File: src/rtl/uart_frame_pkg.sv
// Shared framing definitions for the UART command link.
// Contents:
//   state_e         - frame sequencer state encoding (also decoded by the bench/debug port)
//   HdrTag          - default upper nibble of every header byte
//   Hdr* positions  - bit positions of the header fields {tag, src, 0, len}
//   frame_header()  - assembles a header byte from its fields
//   frame_checksum()- two's-complement checksum so a whole frame sums to 0 mod 256
package uart_frame_pkg;

  typedef enum logic [2:0] {
    StIdle   = 3'd0,
    StLoad   = 3'd1,
    StSend   = 3'd2,
    StGuard  = 3'd3,
    StWaitTx = 3'd4,
    StDone   = 3'd5
  } state_e;

  localparam logic [3:0] HdrTag = 4'hA;

  // Header layout: [7:4] tag, [3] source, [2] reserved zero, [1:0] payload length minus one.
  localparam int unsigned HdrTagLsb = 4;
  localparam int unsigned HdrSrcBit = 3;
  localparam int unsigned HdrRsvBit = 2;
  localparam int unsigned HdrLenLsb = 0;

  function automatic logic [7:0] frame_header(input logic [3:0] tag,
                                              input logic       src,
                                              input logic [1:0] len);
    logic [7:0] hdr;
    hdr                   = '0;
    hdr[HdrTagLsb +: 4]   = tag;
    hdr[HdrSrcBit]        = src;
    hdr[HdrRsvBit]        = 1'b0;
    hdr[HdrLenLsb +: 2]   = len;
    return hdr;
  endfunction

  // Negated running sum: adding this byte to the accumulator gives 0 mod 256.
  function automatic logic [7:0] frame_checksum(input logic [7:0] acc);
    return (~acc) + 8'd1;
  endfunction

endpackage

File: src/rtl/rr_arbiter.sv
// Two-way round-robin arbiter with a registered last-served pointer.
// Ports:
//   clk_i        - clock
//   reset_i      - synchronous active-high reset; pointer returns to 1 so requester 0 wins first
//   req_i        - request vector
//   update_i     - load the pointer with update_src_i (asserted when a frame completes)
//   update_src_i - index of the requester just served
//   grant_o      - one-hot grant, combinational from req_i and the pointer
module rr_arbiter (
  input  logic       clk_i,
  input  logic       reset_i,
  input  logic [1:0] req_i,
  input  logic       update_i,
  input  logic       update_src_i,
  output logic [1:0] grant_o
);

  logic ptr_q;

  always_ff @(posedge clk_i) begin
    if (reset_i) begin
      ptr_q <= 1'b1;
    end else if (update_i) begin
      ptr_q <= update_src_i;
    end
  end

  always_comb begin
    grant_o = 2'b00;
    if (req_i == 2'b11) begin
      // Contention: favour whoever was not served last.
      grant_o = ptr_q ? 2'b01 : 2'b10;
    end else begin
      grant_o = req_i;
    end
  end

endmodule

File: src/rtl/uart_tx_arbiter.sv
// Shares one UART transmitter between two frame requesters. Each granted request is sent as
// header, 1-4 payload bytes (MSB first) and a checksum byte making the frame sum 0 mod 256.
// Ports:
//   clk, reset         - clock and synchronous active-high reset
//   req0/1             - frame requests, held until the matching done pulse
//   len0/1             - payload length minus one
//   data0/1            - payload, [31:24] sent first
//   done0/1            - one-cycle pulse once the requester's checksum byte has left the TX
//   txdata, wr_en      - byte and write strobe to the UART TX
//   tx_busy            - UART TX busy flag (rises the cycle after wr_en)
//   state              - current sequencer state for debug
module uart_tx_arbiter
  import uart_frame_pkg::*;
#(
  parameter int unsigned NREQ    = 2,
  parameter logic [3:0]  HDR_TAG = HdrTag
) (
  input  logic        clk,
  input  logic        reset,
  input  logic        req0,
  input  logic        req1,
  input  logic [1:0]  len0,
  input  logic [1:0]  len1,
  input  logic [31:0] data0,
  input  logic [31:0] data1,
  output logic        done0,
  output logic        done1,
  output logic [7:0]  txdata,
  output logic        wr_en,
  input  logic        tx_busy,
  output logic [2:0]  state
);

  localparam int unsigned SrcW = (NREQ > 1) ? $clog2(NREQ) : 1;

  state_e            state_q;
  logic [SrcW-1:0]   src_q;
  logic [1:0]        len_q;
  logic [31:0]       data_q;
  logic [2:0]        cnt_q;     // index of the byte in txdata_q: 0 header, then payload, then checksum
  logic [7:0]        acc_q;
  logic [7:0]        txdata_q;
  logic [1:0]        done_q;

  logic [1:0]        grant;
  logic [7:0]        payload_byte;
  logic [7:0]        next_byte;
  logic              sending_last;
  logic              next_is_cks;

  rr_arbiter u_rr_arbiter (
    .clk_i        (clk),
    .reset_i      (reset),
    .req_i        ({req1, req0}),
    .update_i     (state_q == StDone),
    .update_src_i (src_q[0]),
    .grant_o      (grant)
  );

  // The byte following cnt_q is payload index cnt_q, or the checksum once the payload is done.
  assign next_is_cks  = (cnt_q == ({1'b0, len_q} + 3'd1));
  assign sending_last = (cnt_q == ({1'b0, len_q} + 3'd2));

  always_comb begin
    payload_byte = data_q[31:24];
    unique case (cnt_q[1:0])
      2'd0: payload_byte = data_q[31:24];
      2'd1: payload_byte = data_q[23:16];
      2'd2: payload_byte = data_q[15:8];
      2'd3: payload_byte = data_q[7:0];
      default: payload_byte = data_q[31:24];
    endcase
  end

  // acc_q already includes every byte up to cnt_q when this is consumed in WAIT_TX.
  assign next_byte = next_is_cks ? frame_checksum(acc_q) : payload_byte;

  always_ff @(posedge clk) begin
    if (reset) begin
      state_q  <= StIdle;
      src_q    <= '0;
      len_q    <= '0;
      data_q   <= '0;
      cnt_q    <= '0;
      acc_q    <= '0;
      txdata_q <= '0;
      done_q   <= '0;
    end else begin
      done_q <= '0;
      unique case (state_q)
        StIdle: begin
          if (|grant) begin
            src_q   <= SrcW'(grant[1]);
            state_q <= StLoad;
          end
        end
        StLoad: begin
          len_q    <= src_q[0] ? len1 : len0;
          data_q   <= src_q[0] ? data1 : data0;
          txdata_q <= frame_header(HDR_TAG, src_q[0], src_q[0] ? len1 : len0);
          cnt_q    <= '0;
          acc_q    <= '0;
          state_q  <= StSend;
        end
        StSend: begin
          if (!tx_busy) begin
            acc_q   <= acc_q + txdata_q;
            state_q <= StGuard;
          end
        end
        StGuard: begin
          // The UART raises busy one cycle after the strobe; do not trust it yet.
          state_q <= StWaitTx;
        end
        StWaitTx: begin
          if (!tx_busy) begin
            if (sending_last) begin
              done_q[src_q[0]] <= 1'b1;
              state_q          <= StDone;
            end else begin
              cnt_q    <= cnt_q + 3'd1;
              txdata_q <= next_byte;
              state_q  <= StSend;
            end
          end
        end
        StDone: begin
          state_q <= StIdle;
        end
        default: begin
          state_q <= StIdle;
        end
      endcase
    end
  end

  // The strobe must land in the SEND cycle that sees the TX idle, so it is decoded from the
  // registered state and the live busy flag rather than registered itself.
  assign wr_en  = (state_q == StSend) && !tx_busy;
  assign txdata = txdata_q;
  assign done0  = done_q[0];
  assign done1  = done_q[1];
  assign state  = state_q;

endmodule

File: config.mk
export PLATFORM = sky130hd
export DESIGN_NAME = uart_tx_arbiter
export DESIGN_NICKNAME = d
export VERILOG_FILES = /design/src/rtl/uart_frame_pkg.sv /design/src/rtl/rr_arbiter.sv /design/src/rtl/uart_tx_arbiter.sv
export SDC_FILE = /design/constraint.sdc
export NUM_CORES = 1
export LEC_CHECK = 0
export CORE_MARGIN = 5
export CORE_UTILIZATION = 45
export CTS_CLUSTER_DIAMETER = 150
export DETAILED_ROUTE_END_ITERATION = 8
export GPL_TIMING_DRIVEN = 0
export PLACE_DENSITY = 0.77
export SYNTH_ARGS = -nofsm -noshare
export SYNTH_HDL_FRONTEND = slang
export SYNTH_SLANG_ARGS = --single-unit
File: constraint.sdc
create_clock -name clk -period 2 [get_ports clk]
set_input_delay 0.3 -clock clk [delete_from_list [all_inputs] [get_ports clk]]
set_output_delay 0.3 -clock clk [all_outputs]
set_load 0.01 [all_outputs]
==> impl_results.md, run 1 <==
- Worst Hold Class: reg2reg
- Tot GR Track Use: 18.9%
- Crit Path Class: reg2reg
- Post-synth top flop: dfxtp_1
- RSZ-0062 raised after global routing: yes
- Die Area: 0.00937 mm²
- Largest net degree at the start of global routing: 12
- Cell leakage power: 1.76 nW
- Critical Path RT: 2270 ps
- Final min period: 1980 ps
- Ys Warns: 0
- Max IR drop VDD: 0.354 mV
- CP Buf/Inv Count: 0
- Die width: 96.8 µm
- Clock buffer depth: 2
- Area Overhead vs Synth: 36.8%
- H-Tree Depth: 3
- Final WL: 8.81 mm
- Max-cap violations: 0
- M3 GR Usage: 5.83%
- Clk_skew: 8.95 ps
- Met1 layer usage reported by global route: 22.8%
- DR DRC count: 0
- Final #Nets: 559
- Slew Viols, Final: 0
- Synthesized Nets: 465
- Crit path DAT: 2240 ps
- Clock root buffer: clkbuf_8
- Fin util: 63.6%
- Final worst slack: 24.7 ps
- Place WS: -120 ps
- Top Usage Layer GRT: met2
- Fraction of registers with async set/reset: 0%
- Via count: 3120
- Critical path launch point type: flop
- Net switching power: 1.04 mW
- Port Buffers: 85
- Crit-path slowest cell: or4_1
- Average cell area after synthesis: 8.97 µm²
- EDFF count, synth: 0
- Vert. Die Dim: 96.8 µm
- Yosys cell types: 53
- Post-DP HPWL: 6.89 mm
- Starting density of the core: 46.5%
- Cts bufs inserted: 9
- Layout cells sized above 1: 9.85%
- Max FO, Critical Path: 4
- Cells after Synth: 378
- Crit path cell chain: ha_1 > a211oi_2 > nor3_2 > mux2i_1 > or4_1 > a31oi_1
- Layout Cells excl Fill: 576
- Initial antenna violation count: 0
- Worst hold slack: 497 ps
- Post-route antenna net violation count: 0
- Clock power share: 36.2%
- # IOs: 87
- Dpl cells: 562
- Gpl congestion: 0.841
- DR WL/cell: 15.3 µm
- Initial drt markers: 161
- Fmax: 506 MHz
- CTS tree: built
- Status: finished clean
- Worst path max stage delay: 530 ps
- Drt pass-1 iters: 8
- Fin. Hold Viols: 0
- Worst rel slew slack: 61.4%
- Flop pwr share: 39.2%
- Pwr/cell area: 787 mW/mm²
- CTS clock-pin slew for the worst setup and hold paths: 60 ps
- Synthesized area: 0.00339 mm²
- Synth Register Bits: 60
- Grt total ovfl: 0
- First-pass GRT wire length: 14.6 mm
- CP top delay family: simple AND/OR/NAND/NOR gates
- Diode count: 0
- Vias in the first global route: 3106
- Worst-Margin Slew: 580 ps
- Tcrit/Tclk final: 98.8%
- Sequential area share after synthesis: 35.4%
- Internal: 2.61 mW
- Element type at the critical path end: flop
- Row Count: 31
- Switch share: 28.5%
- Met2 usage: 32.3%
- Core area: 0.00729 mm²
- Sink Count: 60
- Clock Latency Late Sink: 340 ps
- # setup viols final: 0
- Gate power share: 24.6%
- Via density per instance: 5.42
[worst paths after layout]
path | cells past startpoint | end | startpoint | slack (ps)
hold / removal | 2 | txdata[6] | txdata[6] | 500
setup / recovery | 6 | acc_q[7] | txdata[1] | 20
setup reg to reg | 6 | acc_q[7] | txdata[1] | 20
hold reg to reg | 2 | txdata[6] | txdata[6] | 500
[synthesized netlist by cell type (all sizes together) (2+ instances only)]
library cell,number,share of area (%)
dfxtp,60,35
a211o,3,0.78
a22oi,5,1.1
mux2i,45,13
nor3,7,1.2
nand2,17,1.9
nor4b,2,0.52
ha,13,4.8
a21oi,17,2.5
a21o,3,0.66
nand3,2,0.30
nor2b,9,1.7
o21ai,12,1.9
a222oi,8,2.4
nand3b,4,0.89
inv,14,1.6
a211oi,35,7.8
nor3b,3,1.1
nand2b,3,0.55
o211ai,3,0.66
xor2,8,2.1
nand4b,2,0.52
xnor2,7,1.8
buf,11,2.1
clkbuf,18,2.0
a221oi,2,0.70
nor2,48,5.3
[layer usage]
| metal | wire length, µm | part of all wire [%] |
|---|---|---|
| met3 | 606 | 6.9 |
| met5 | 0 | 0 |
| met1 | 3840 | 44 |
| met2 | 4210 | 48 |
| met4 | 153 | 1.7 |
[worst reg2reg max path, stage by stage, from the launching register on]
cell	delay (ps)
dfxtp_1	430
ha_1	300
a211oi_2	270
nor3_2	90
mux2i_1	130
or4_1	530
a31oi_1	160
[cell families (layout without fill, tap and decap cells)]
group           Yosys count  after routing  synth area share, %
simple gates            104            104                 15.5
compound gates           96             96                 20.4
flops                    60             60                 35.4
mux                      46             46                 13.7
buf+inv                  43            142                 5.68
xor+xnor                 15             15                 3.88
fa+ha+maj                14             14                 5.39
[area by class of cell]
class | instances | area [µm²]
clock inverter | 7 | 115
multi-input combinational | 275 | 2020
sequential | 60 | 1210
buffer | 27 | 139
tap | 99 | 124
clock buffer | 9 | 124
timing repair buffer | 85 | 851
fill | 641 | 2660
inverter | 14 | 52.6
[registers in the layout (all words and copies together) (netlist names)]
name and flops:
acc_q 8, cnt_q 3, data_q 32, done_q 2, len_q 2, src_q 1
state 3, txdata 8, u_rr_arbiter.ptr_q 1
[power groups by stage]
stage          sequential (mW)  combinational [mW]  clock, mW
5_1_grt                   1.45               0.990       1.39
6_report                  1.43               0.898       1.32
3_5_place_dp              1.45               0.883          0
4_1_cts                   1.43               0.895       1.32
2_1_floorplan             1.43               0.560          0
3_3_place_gp              1.45               0.865          0
[placed cells by master (no fill, tap or decap), drive strengths merged, types with 2 or more instances in the layout]
cell type / instances
a211o: 3
a211oi: 35
a21o: 3
a21oi: 17
a221oi: 2
a222oi: 8
a22oi: 5
buf: 11
bufinv: 3
clkbuf: 25
clkdlybuf4s50: 84
clkinv: 2
clkinvlp: 2
dfxtp: 60
ha: 13
inv: 14
mux2i: 45
nand2: 17
nand2b: 3
nand3: 2
nand3b: 4
nand4b: 2
nor2: 48
nor2b: 9
nor3: 7
nor3b: 3
nor4b: 2
o211ai: 3
o21ai: 12
xnor2: 7
xor2: 8
[timing repair]
item,in CTS,in global routing
resized for setup,7,10
setup endpoints to repair,4,23
buffers inserted,0,0
hold buffers,0,0
pin swaps,0,2
hold endpoints to repair,0,0
[metrics by stage]
stage	power, mW	setup TNS [ps]	cell area, µm²
after global placement	2.31	-116	4360
after detailed placement	2.34	-209	4360
after global routing	3.83	-127	4640
after CTS	3.64	0	4620
final	3.65	0	4640
after floorplan	1.99	0	3390
(Power assumes the default switching activity.)
==> run 2, diff against run 1 <==
--- a/config.mk
+++ b/config.mk
@@ -10,6 +10,7 @@
 export CTS_CLUSTER_DIAMETER = 150
 export DETAILED_ROUTE_END_ITERATION = 8
 export GPL_TIMING_DRIVEN = 0
+export HOLD_SLACK_MARGIN = 0.06
 export PLACE_DENSITY = 0.77
 export SYNTH_ARGS = -nofsm -noshare
 export SYNTH_HDL_FRONTEND = slang
==> results of run 2 <==
Same layout as run 1: the final DEF is identical, and so are final timing and power.
